==> src/rtl/spi_flash_pkg.sv <==
// Shared constants, state type and helpers for the single-bit SPI flash read controller.
package spi_flash_pkg;

  localparam logic [7:0]  CMD_READ   = 8'h03;
  localparam int unsigned CMD_BITS   = 8;
  localparam int unsigned ADDR_BITS  = 24;
  localparam int unsigned DATA_BITS  = 32;
  localparam int unsigned TOTAL_BITS = 64;

  typedef enum logic [1:0] {
    IDLE,
    SHIFT,
    RESP,
    GAP
  } state_e;

  // Bytes arrive b0 first and land MSB-first in the receive register; the word is little-endian.
  function automatic logic [DATA_BITS-1:0] byte_swap32(input logic [DATA_BITS-1:0] w);
    return {w[7:0], w[15:8], w[23:16], w[31:24]};
  endfunction

endpackage

==> src/rtl/spi_sck_gen.sv <==
// SCK decode from the bit-period divider count: CLK_DIV cycles low, then CLK_DIV cycles high.
module spi_sck_gen
  import spi_flash_pkg::*;
#(
  parameter int unsigned CLK_DIV = 1,
  parameter int unsigned DIV_W   = $clog2(CLK_DIV) + 1
) (
  input  logic [DIV_W-1:0] div_cnt,
  input  logic             en,
  output logic             sck,
  output logic             rise_pulse,
  output logic             fall_pulse
);

  localparam logic [DIV_W-1:0] HALF    = DIV_W'(CLK_DIV);
  localparam logic [DIV_W-1:0] LOW_END = DIV_W'(CLK_DIV - 1);
  localparam logic [DIV_W-1:0] LAST    = DIV_W'(2 * CLK_DIV - 1);

  // Strobes mark the clock edge at which sck changes: rise closes the last low cycle,
  // fall closes the last high cycle of the bit period.
  assign sck        = en && (div_cnt >= HALF);
  assign rise_pulse = en && (div_cnt == LOW_END);
  assign fall_pulse = en && (div_cnt == LAST);

endmodule

==> src/rtl/spi_flash_read_ctrl.sv <==
// SPI mode-0 READ (0x03) controller: fetches one little-endian 32-bit word per request.
module spi_flash_read_ctrl
  import spi_flash_pkg::*;
#(
  parameter int unsigned CLK_DIV    = 1,
  parameter int unsigned CS_GAP     = 4,
  parameter int unsigned ADDR_WIDTH = 24
) (
  input  logic                  clock,
  input  logic                  reset,
  input  logic                  req_valid,
  output logic                  req_ready,
  input  logic [ADDR_WIDTH-1:0] req_addr,
  output logic                  resp_valid,
  input  logic                  resp_ready,
  output logic [31:0]           resp_data,
  output logic                  spi_sck,
  output logic                  spi_cs,
  output logic                  spi_mosi,
  input  logic                  spi_miso
);

  localparam int unsigned DIV_W = $clog2(CLK_DIV) + 1;
  localparam int unsigned GAP_W = $clog2(CS_GAP + 1);
  localparam logic [GAP_W-1:0] GAP_MAX    = GAP_W'(CS_GAP);
  localparam logic [GAP_W-1:0] GAP_EXIT   = GAP_W'(CS_GAP - 1);
  localparam logic [6:0]       LAST_BIT   = 7'(TOTAL_BITS - 1);
  localparam logic [6:0]       FIRST_DATA = 7'(CMD_BITS + ADDR_BITS);

  state_e                 state, state_next;
  logic [DIV_W-1:0]       div_cnt;
  logic [6:0]             bit_cnt;
  logic [31:0]            tx_sr;
  logic [DATA_BITS-1:0]   rx_sr;
  logic [GAP_W-1:0]       gap_cnt;
  logic                   shifting;
  logic                   sck_rise;
  logic                   sck_fall;

  assign shifting = (state == SHIFT);

  spi_sck_gen #(
    .CLK_DIV (CLK_DIV),
    .DIV_W   (DIV_W)
  ) u_sck_gen (
    .div_cnt    (div_cnt),
    .en         (shifting),
    .sck        (spi_sck),
    .rise_pulse (sck_rise),
    .fall_pulse (sck_fall)
  );

  always_ff @(posedge clock) begin
    if (reset) state <= IDLE;
    else       state <= state_next;
  end

  always_comb begin
    state_next = state;
    req_ready  = 1'b0;
    resp_valid = 1'b0;
    spi_cs     = 1'b1;
    spi_mosi   = 1'b0;
    case (state)
      IDLE: begin
        req_ready = !reset;
        if (req_valid) state_next = SHIFT;
      end
      SHIFT: begin
        spi_cs   = 1'b0;
        spi_mosi = tx_sr[31];
        if (sck_fall && bit_cnt == LAST_BIT) state_next = RESP;
      end
      RESP: begin
        resp_valid = 1'b1;
        if (resp_ready) state_next = GAP;
      end
      GAP: begin
        if (gap_cnt >= GAP_EXIT) state_next = IDLE;
      end
      default: state_next = IDLE;
    endcase
  end

  always_ff @(posedge clock) begin
    if (reset) begin
      div_cnt   <= '0;
      bit_cnt   <= '0;
      tx_sr     <= '0;
      rx_sr     <= '0;
      gap_cnt   <= '0;
      resp_data <= '0;
    end else begin
      case (state)
        IDLE: begin
          if (req_valid) begin
            tx_sr   <= {CMD_READ, req_addr};
            div_cnt <= '0;
            bit_cnt <= '0;
          end
        end
        SHIFT: begin
          div_cnt <= sck_fall ? '0 : div_cnt + DIV_W'(1);
          if (sck_rise && bit_cnt >= FIRST_DATA) rx_sr <= {rx_sr[DATA_BITS-2:0], spi_miso};
          if (sck_fall) begin
            tx_sr   <= {tx_sr[30:0], 1'b0};
            bit_cnt <= bit_cnt + 7'd1;
            if (bit_cnt == LAST_BIT) begin
              resp_data <= byte_swap32(rx_sr);
              gap_cnt   <= '0;
            end
          end
        end
        // gap_cnt counts from the cycle cs rose, so RESP time counts toward the gap
        RESP, GAP: begin
          if (gap_cnt != GAP_MAX) gap_cnt <= gap_cnt + GAP_W'(1);
        end
        default: ;
      endcase
    end
  end

endmodule

==> config.mk <==
export PLATFORM = sky130hd
export DESIGN_NAME = spi_flash_read_ctrl
export DESIGN_NICKNAME = d
export VERILOG_FILES = /design/src/rtl/spi_flash_pkg.sv /design/src/rtl/spi_sck_gen.sv /design/src/rtl/spi_flash_read_ctrl.sv
export SDC_FILE = /design/constraint.sdc
export NUM_CORES = 1
export LEC_CHECK = 0
export ABC_AREA = 1
export BUFFER_PORTS_ARGS = -buffer_cell sky130_fd_sc_hd__buf_4
export CAP_MARGIN = 25
export CORE_MARGIN = 3
export CORE_UTILIZATION = 26
export CTS_BUF_LIST = sky130_fd_sc_hd__clkbuf_4
export DETAILED_ROUTE_END_ITERATION = 12
export GPL_ROUTABILITY_DRIVEN = 0
export PLACE_DENSITY = 0.52
export SLEW_MARGIN = 20
export SYNTH_ARGS = -nofsm -noshare
export SYNTH_HDL_FRONTEND = slang
export SYNTH_SLANG_ARGS = --single-unit
export TNS_END_PERCENT = 30
==> constraint.sdc <==
create_clock -name clock -period 4.5 [get_ports clock]
set_clock_uncertainty 0.15 [all_clocks]
set_input_delay 0.45 -clock clock [delete_from_list [all_inputs] [get_ports clock]]
set_output_delay 0.45 -clock clock [all_outputs]
set_load 0.01 [all_outputs]
==> results of run 1 <==
==> registers in the layout, summed over array words and instances (netlist names) <==
| register | count |
|---|---|
| div_cnt | 1 |
| resp_data | 32 |
| state | 2 |
| gap_cnt | 3 |
| bit_cnt | 7 |
| rx_sr | 32 |
| tx_sr | 32 |
==> path summary, 6_finish.rpt <==
kind                                     from       endpoint  cells past startpoint
worst min register to register  resp_data[12]  resp_data[12]                      2
worst min-delay path              req_addr[0]       tx_sr[0]                      3
worst max register to register       state[1]       rx_sr[1]                      9
worst max-delay path                 state[1]       rx_sr[1]                      9
==> cell type report <==
class	count	area [um^2]	share of cell area (%)
multi-input combinational	408	1874	35.70
sequential	109	2182	41.56
clock buffer	10	75.07	1.430
clock inverter	5	35.03	0.6673
tap	220	275.3	5.243
inverter	64	242.7	4.623
timing repair buffer	72	565.5	10.77
==> layout by cell type (no fill, tap or decap) <==
cell           count
a21oi_1           42
a22oi_1            1
and2_1             1
buf_16             1
buf_4             69
clkbuf_4          10
clkinv_1           1
clkinv_2           1
clkinv_4           1
dfxtp_1          109
dlygate4sd3_1      2
ha_1               9
inv_1             60
inv_2              3
inv_4              1
inv_6              2
nand2_1          100
nand2_2            1
nand2_4            3
nand3_1            8
nand3_2            1
nand3b_1           1
nand4_1            4
nor2_1           130
nor2_2             3
nor2_4             1
o21ai_0           89
o21ai_1            9
o22ai_1            5
==> layer usage <==
| metal | track usage, % | wire [um] | vias to the layer above |
|---|---|---|---|
| li1 | - | - | 2033 |
| met1 | 15.30 | 5183 | 1654 |
| met2 | 16.92 | 4206 | 63 |
| met3 | 3.214 | 524 | 9 |
| met4 | 3.458 | 137 | 0 |
| met5 | 0 | 0 | - |
==> cells in the mapped netlist (4+ instances only) <==
library cell  number
clkbuf_1          12
o22ai_1            5
o21ai_1            9
dfxtp_1          109
nand3_1            8
a21oi_1           42
o21ai_0           89
nand4_1            4
nand2_1          100
ha_1               9
buf_6              8
nor2_1           130
inv_1             61
buf_2             12
==> logic make-up (layout without fill, tap and decap cells) <==
family | Yosys count | count (layout) | synth area share (%)
compound gates | 146 | 146 | 16.40
buf+inv | 98 | 151 | 10.04
simple gates | 253 | 253 | 22.67
fa+ha+maj | 9 | 9 | 2.497
flops | 109 | 109 | 48.39
==> repair_timing <==
action,in CTS,in global routing
hold buffers,2,0
endpoints found under the setup margin,0,0
resized for setup,0,0
endpoints found under the hold margin,3,0
==> per-stage QoR <==
step | setup WS (ns) | util, % | power, mW | hold slack, ns
after CTS | 1.659 | 31.16 | 2.283 | 0.04623
after detailed placement | 1.692 | 30.38 | 1.832 | 0.2883
final | 1.873 | 31.33 | 2.244 | 0.1002
after global placement | 1.727 | 30.38 | 1.827 | 0.2893
after global routing | 1.645 | 31.33 | 2.430 | 0.06335
after floorplan | 2.846 | - | 1.700 | 0.2900
==> power by group through the flow <==
| stage | registers [mW] | logic [mW] | clock network [mW] |
|---|---|---|---|
| floorplan | 1.19 | 0.513 | 0 |
| global placement | 1.20 | 0.627 | 0 |
| detailed placement | 1.20 | 0.629 | 0 |
| CTS | 1.18 | 0.633 | 0.470 |
| global route | 1.20 | 0.733 | 0.498 |
| finish | 1.18 | 0.620 | 0.444 |
==> worst min-delay path: stages <==
cell and delay, ns:
buf_4 0.12, nand2_1 0.06, o22ai_1 0.07
==> results.toml, run 1 <==
[run_status]
outcome = "completed"

[synthesis]
synthFlopType = "dfxtp_1"
synth_edf_count = 0
syn_area_per_cell_um2 = 7.332
seq_area_frac_synth_pct = 48.39
synth-seq-cells = 109
yosys_warnings = 0
synth_async_sr_flop_share_pct = 0
synth_area_um2 = 4509
synthDistinctLibCells = 25
syn_inst = 615
netlist.area_leader.share_pct = 48.39
netlist_top_cells_area = "dfxtp_1, nor2_1, o21ai_0, nand2_1, inv_1"
synth_area_leader_cell = "dfxtp_1"
syn-num-nets = 653

[pwr]
power.internal_mw = 1.435
seq_power_share_pct = 52.6
pwr_density_cell_nw_per_um2 = 427.5
clkPwrFrac_pct = 19.8
p_switching_uw = 809.1
peakVddDrop_mv = 0.1584
switching_share_pct = 36.05
leakagePower_nw = 2.342
p_comb_share_pct = 27.6

[detailed_routing]
wire_per_inst_um = 11.32
firstDrtPassIters = 4
drtIter0Drc = 240
wirelength_mm = 10.05
vias = 3759
drc = 0
drtAntennaViolNets = 0
vias_per_cell = 4.233

[timing]
slew_headroom_pct = 33.91
fmax_mhz = 380.7
worst_pin_slew_ns = 0.9899
hold_violations = 0
finalSetupTns_ns = 0
grt_setup_unrepaired = "false"
fin_crit_ns = 2.627
finalSetupViolations = 0
period_share_pct = 58.38
final_max_slew_viol_count = 0

[job]
drv_cap = 0

[global_routing]
grt_remaining_overflow = 0
grt_pass1_wl_mm = 17.00
grt_max_degree = 68
grt_pass1_vias = 3482
grt.total_usage_pct = 11.15
antenna_found_initial = 0

[setup_path]
path_buf_inv = 4
cp.arrival_ns = 2.87
start_kind = "flip-flop"
path_cells = "inv_1 -> ha_1 -> buf_4 -> nand2_4 -> nor2_4 -> inv_1 -> buf_16 -> nor2_1 -> nor2_1"
critical_path.top_delay_family = "buffers and inverters"
crit_required_ns = 4.75
cp_max_fo = 33
worstSetupPathType = "flip-flop to flip-flop"
critPathSlowestCell = "nor2_4"
cp_slowest_stage_delay_ns = 0.52
r2r_setup_slack_ns = 1.87
crit_path_end_kind = "flip-flop"

[place]
hpwl_mm = 6.392
port_buffers = 65
dpl-instance-area_um2 = 5092
dp_cells = 870

[clocking]
postCtsSetupRepairBufs = 0
cts_tree = "done"
cts_buffers = 9
insertion_delay_ns = 0.48
clockBufferDepth = 2
cts.sinks = 109
path_clk_slew_ns = 0.16
htree_levels = 3
root_buffer = "clkbuf_4"

[layout]
area.growth.synth_to_final_pct = 16.43
nFillCells = 1879
final_cells = 888
final_cell_area_um2 = 5250
drive_gt1_share_pct = 14.52
finalNetCount = 702
diodes = 0

[floorplanning]
placementRows = 47
coreArea_um2 = 16760
pin_count = 66
die_w_um = 137.7
initial_utilization_pct = 26.91
die_height_um = 137.7
die-area_um2 = 18960

[worst_hold_path]
min_path_type = "primary input to flip-flop"
Note: power is estimated with default switching activity, not from simulation.
==> inputs of run 2 (changes only) <==
PLACE_DENSITY = 0.53   (was 0.52)
clock period = 2.3 ns   (was 4.5 ns; I/O delays follow)
==> run 2 against run 1 <==
  * Setup slack lost 1.7 ns
  * Power grew 110%
  * Sequential power increased by 96%
  * Global-route usage increased by 0.13 points
  * Final area increased by 6.3%
  * Die area is the same
  * Via count increased by 3.1%
  * Sequential cell count unchanged
  * Register-to-register slack worse by 1.6 ns
  * Utilization grew 2.0 points
  * Critical path type is now flip-flop to output pin
  * Largest cell class unchanged
  * Largest power group unchanged
  * Highest routed layer unchanged
==> results.toml, run 2 (synthesis results as in run 1) <==
[run_status]
outcome = "completed"

[timing]
worst_pin_slew_ns = 0.4614
whs_ns = 0.05010
slew_headroom_pct = 69.19
final_max_slew_viol_count = 0
grt_setup_unrepaired = "false"
hold_violations = 0
worst_slack_ns = 0.2046
fmax_mhz = 477.2
period_share_pct = 91.10
finalSetupTns_ns = 0
fin_crit_ns = 2.095
finalSetupViolations = 0

[floorplanning]
die_w_um = 137.7
initial_utilization_pct = 26.91
coreArea_um2 = 16760
die-area_um2 = 18960
placementRows = 47
pin_count = 66
die_height_um = 137.7

[layout]
final_core_util_pct = 33.30
diodes = 0
layout_commonest_cell = "nor2_1"
reg_top3 = "resp_data x32, rx_sr x32, tx_sr x32"
layout_common_cells = "nor2_1, dfxtp_1, nand2_1"
nFillCells = 1841
drive_gt1_share_pct = 14.51
area.growth.synth_to_final_pct = 23.78
finalNetCount = 729

[detailed_routing]
wirelength_mm = 10.08
firstDrtPassIters = 5
drtAntennaViolNets = 0
drc = 0
drtIter0Drc = 165
vias_per_cell = 4.229
wire_per_inst_um = 11.00
vias = 3874

[pwr]
leakagePower_nw = 2.487
peakVddDrop_mv = 0.4065
pwr_density_cell_nw_per_um2 = 843.2

[global_routing]
grt_max_degree = 66
grt_pass1_wl_mm = 17.22
grt.total_usage_pct = 11.28
grt_remaining_overflow = 0
grt_pass1_vias = 3644
antenna_found_initial = 0

[clocking]
cts.sinks = 109
htree_levels = 3
cts_buffers = 9
cts_tree = "done"
insertion_delay_ns = 0.47
clockBufferDepth = 2
root_buffer = "clkbuf_4"
path_clk_slew_ns = 0.16
postCtsSetupRepairBufs = 0

[place]
hpwl_mm = 6.477
port_buffers = 65
dpl_worst_slack_ns = 0.3232

[worst_hold_path]
min_path_type = "primary input to flip-flop"

[setup_path]
crit_path_end_kind = "output pin"
cp_max_fo = 5
worstSetupPathType = "flip-flop to output pin"
crit_required_ns = 1.92
cp.arrival_ns = 1.72
start_kind = "flip-flop"

[job]
drv_cap = 0
## run 2: cell types whose count changed in the layout (fill, tap and decap cells not counted)
cell           delta
buf_12            +2
inv_6             -1
inv_2             -1
dlygate4sd3_1    +24
inv_4             +1
inv_8             +2
clkbuf_4          -1
clkinv_2          -1
buf_4             +2
bufinv_16         +2
buf_16            -1
## run 2: worst max-delay path, cell delays in order, from the launching register on
cell,delay [ns]
dfxtp_1,0.41
inv_1,0.09
ha_1,0.27
buf_4,0.19
nand2_1,0.08
inv_1,0.06
buf_4,0.14
## run 2: path summary, 6_finish.rpt
kind | startpoint | end | slack (ns) | depth (start not counted)
min | req_valid | div_cnt | 0.05 | 5
min reg2reg | resp_data[3] | resp_data[3] | 0.31 | 2
max reg2reg | state[1] | rx_sr[20] | 0.30 | 9
max | state[1] | spi_mosi | 0.20 | 6
## run 2: timing repair
| action | CTS | global route |
|---|---|---|
| endpoints found under the setup margin | 0 | 1 |
| hold buffers | 26 | 0 |
| endpoints found under the hold margin | 27 | 0 |
| gates resized for setup | 0 | 2 |
## run 2: metal layers
| layer | part of all wire, % | track usage [%] | wire length [um] | up-vias |
|---|---|---|---|---|
| li1 | - | - | - | 2092 |
| met1 | 51 | 14.88 | 5136 | 1702 |
| met2 | 43 | 17.90 | 4382 | 71 |
| met3 | 4.4 | 3.324 | 439 | 9 |
| met4 | 1.2 | 3.293 | 121 | 0 |
| met5 | 0 | 0 | 0 | - |
## run 2: report_power, final
part	switching, mW	leakage (nW)	internal, mW
sequential	0.148	0.884	2.16
clock	0.669	0.0920	0.459
combinational	0.803	1.51	0.462
## run 2: area by class of cell
type	count	area [um^2]	area share [%]
Clock buffer	9	67.56	1.210
Inverter	64	245.2	4.394
Sequential cell	109	2182	39.09
Clock inverter	7	103.9	1.861
Multi-Input combinational cell	408	1874	33.58
Tap cell	220	275.3	4.932
Timing Repair Buffer	99	833.3	14.93
## run 2: per-stage QoR
step / power [mW] / area, um^2 / instances
after global routing: 5.102 / 5582 / 916
after floorplan: 3.326 / 4509 / 615
after detailed placement: 3.599 / 5147 / 874
after CTS: 4.786 / 5579 / 916
after global placement: 3.606 / 5147 / 874
final: 4.707 / 5582 / 916
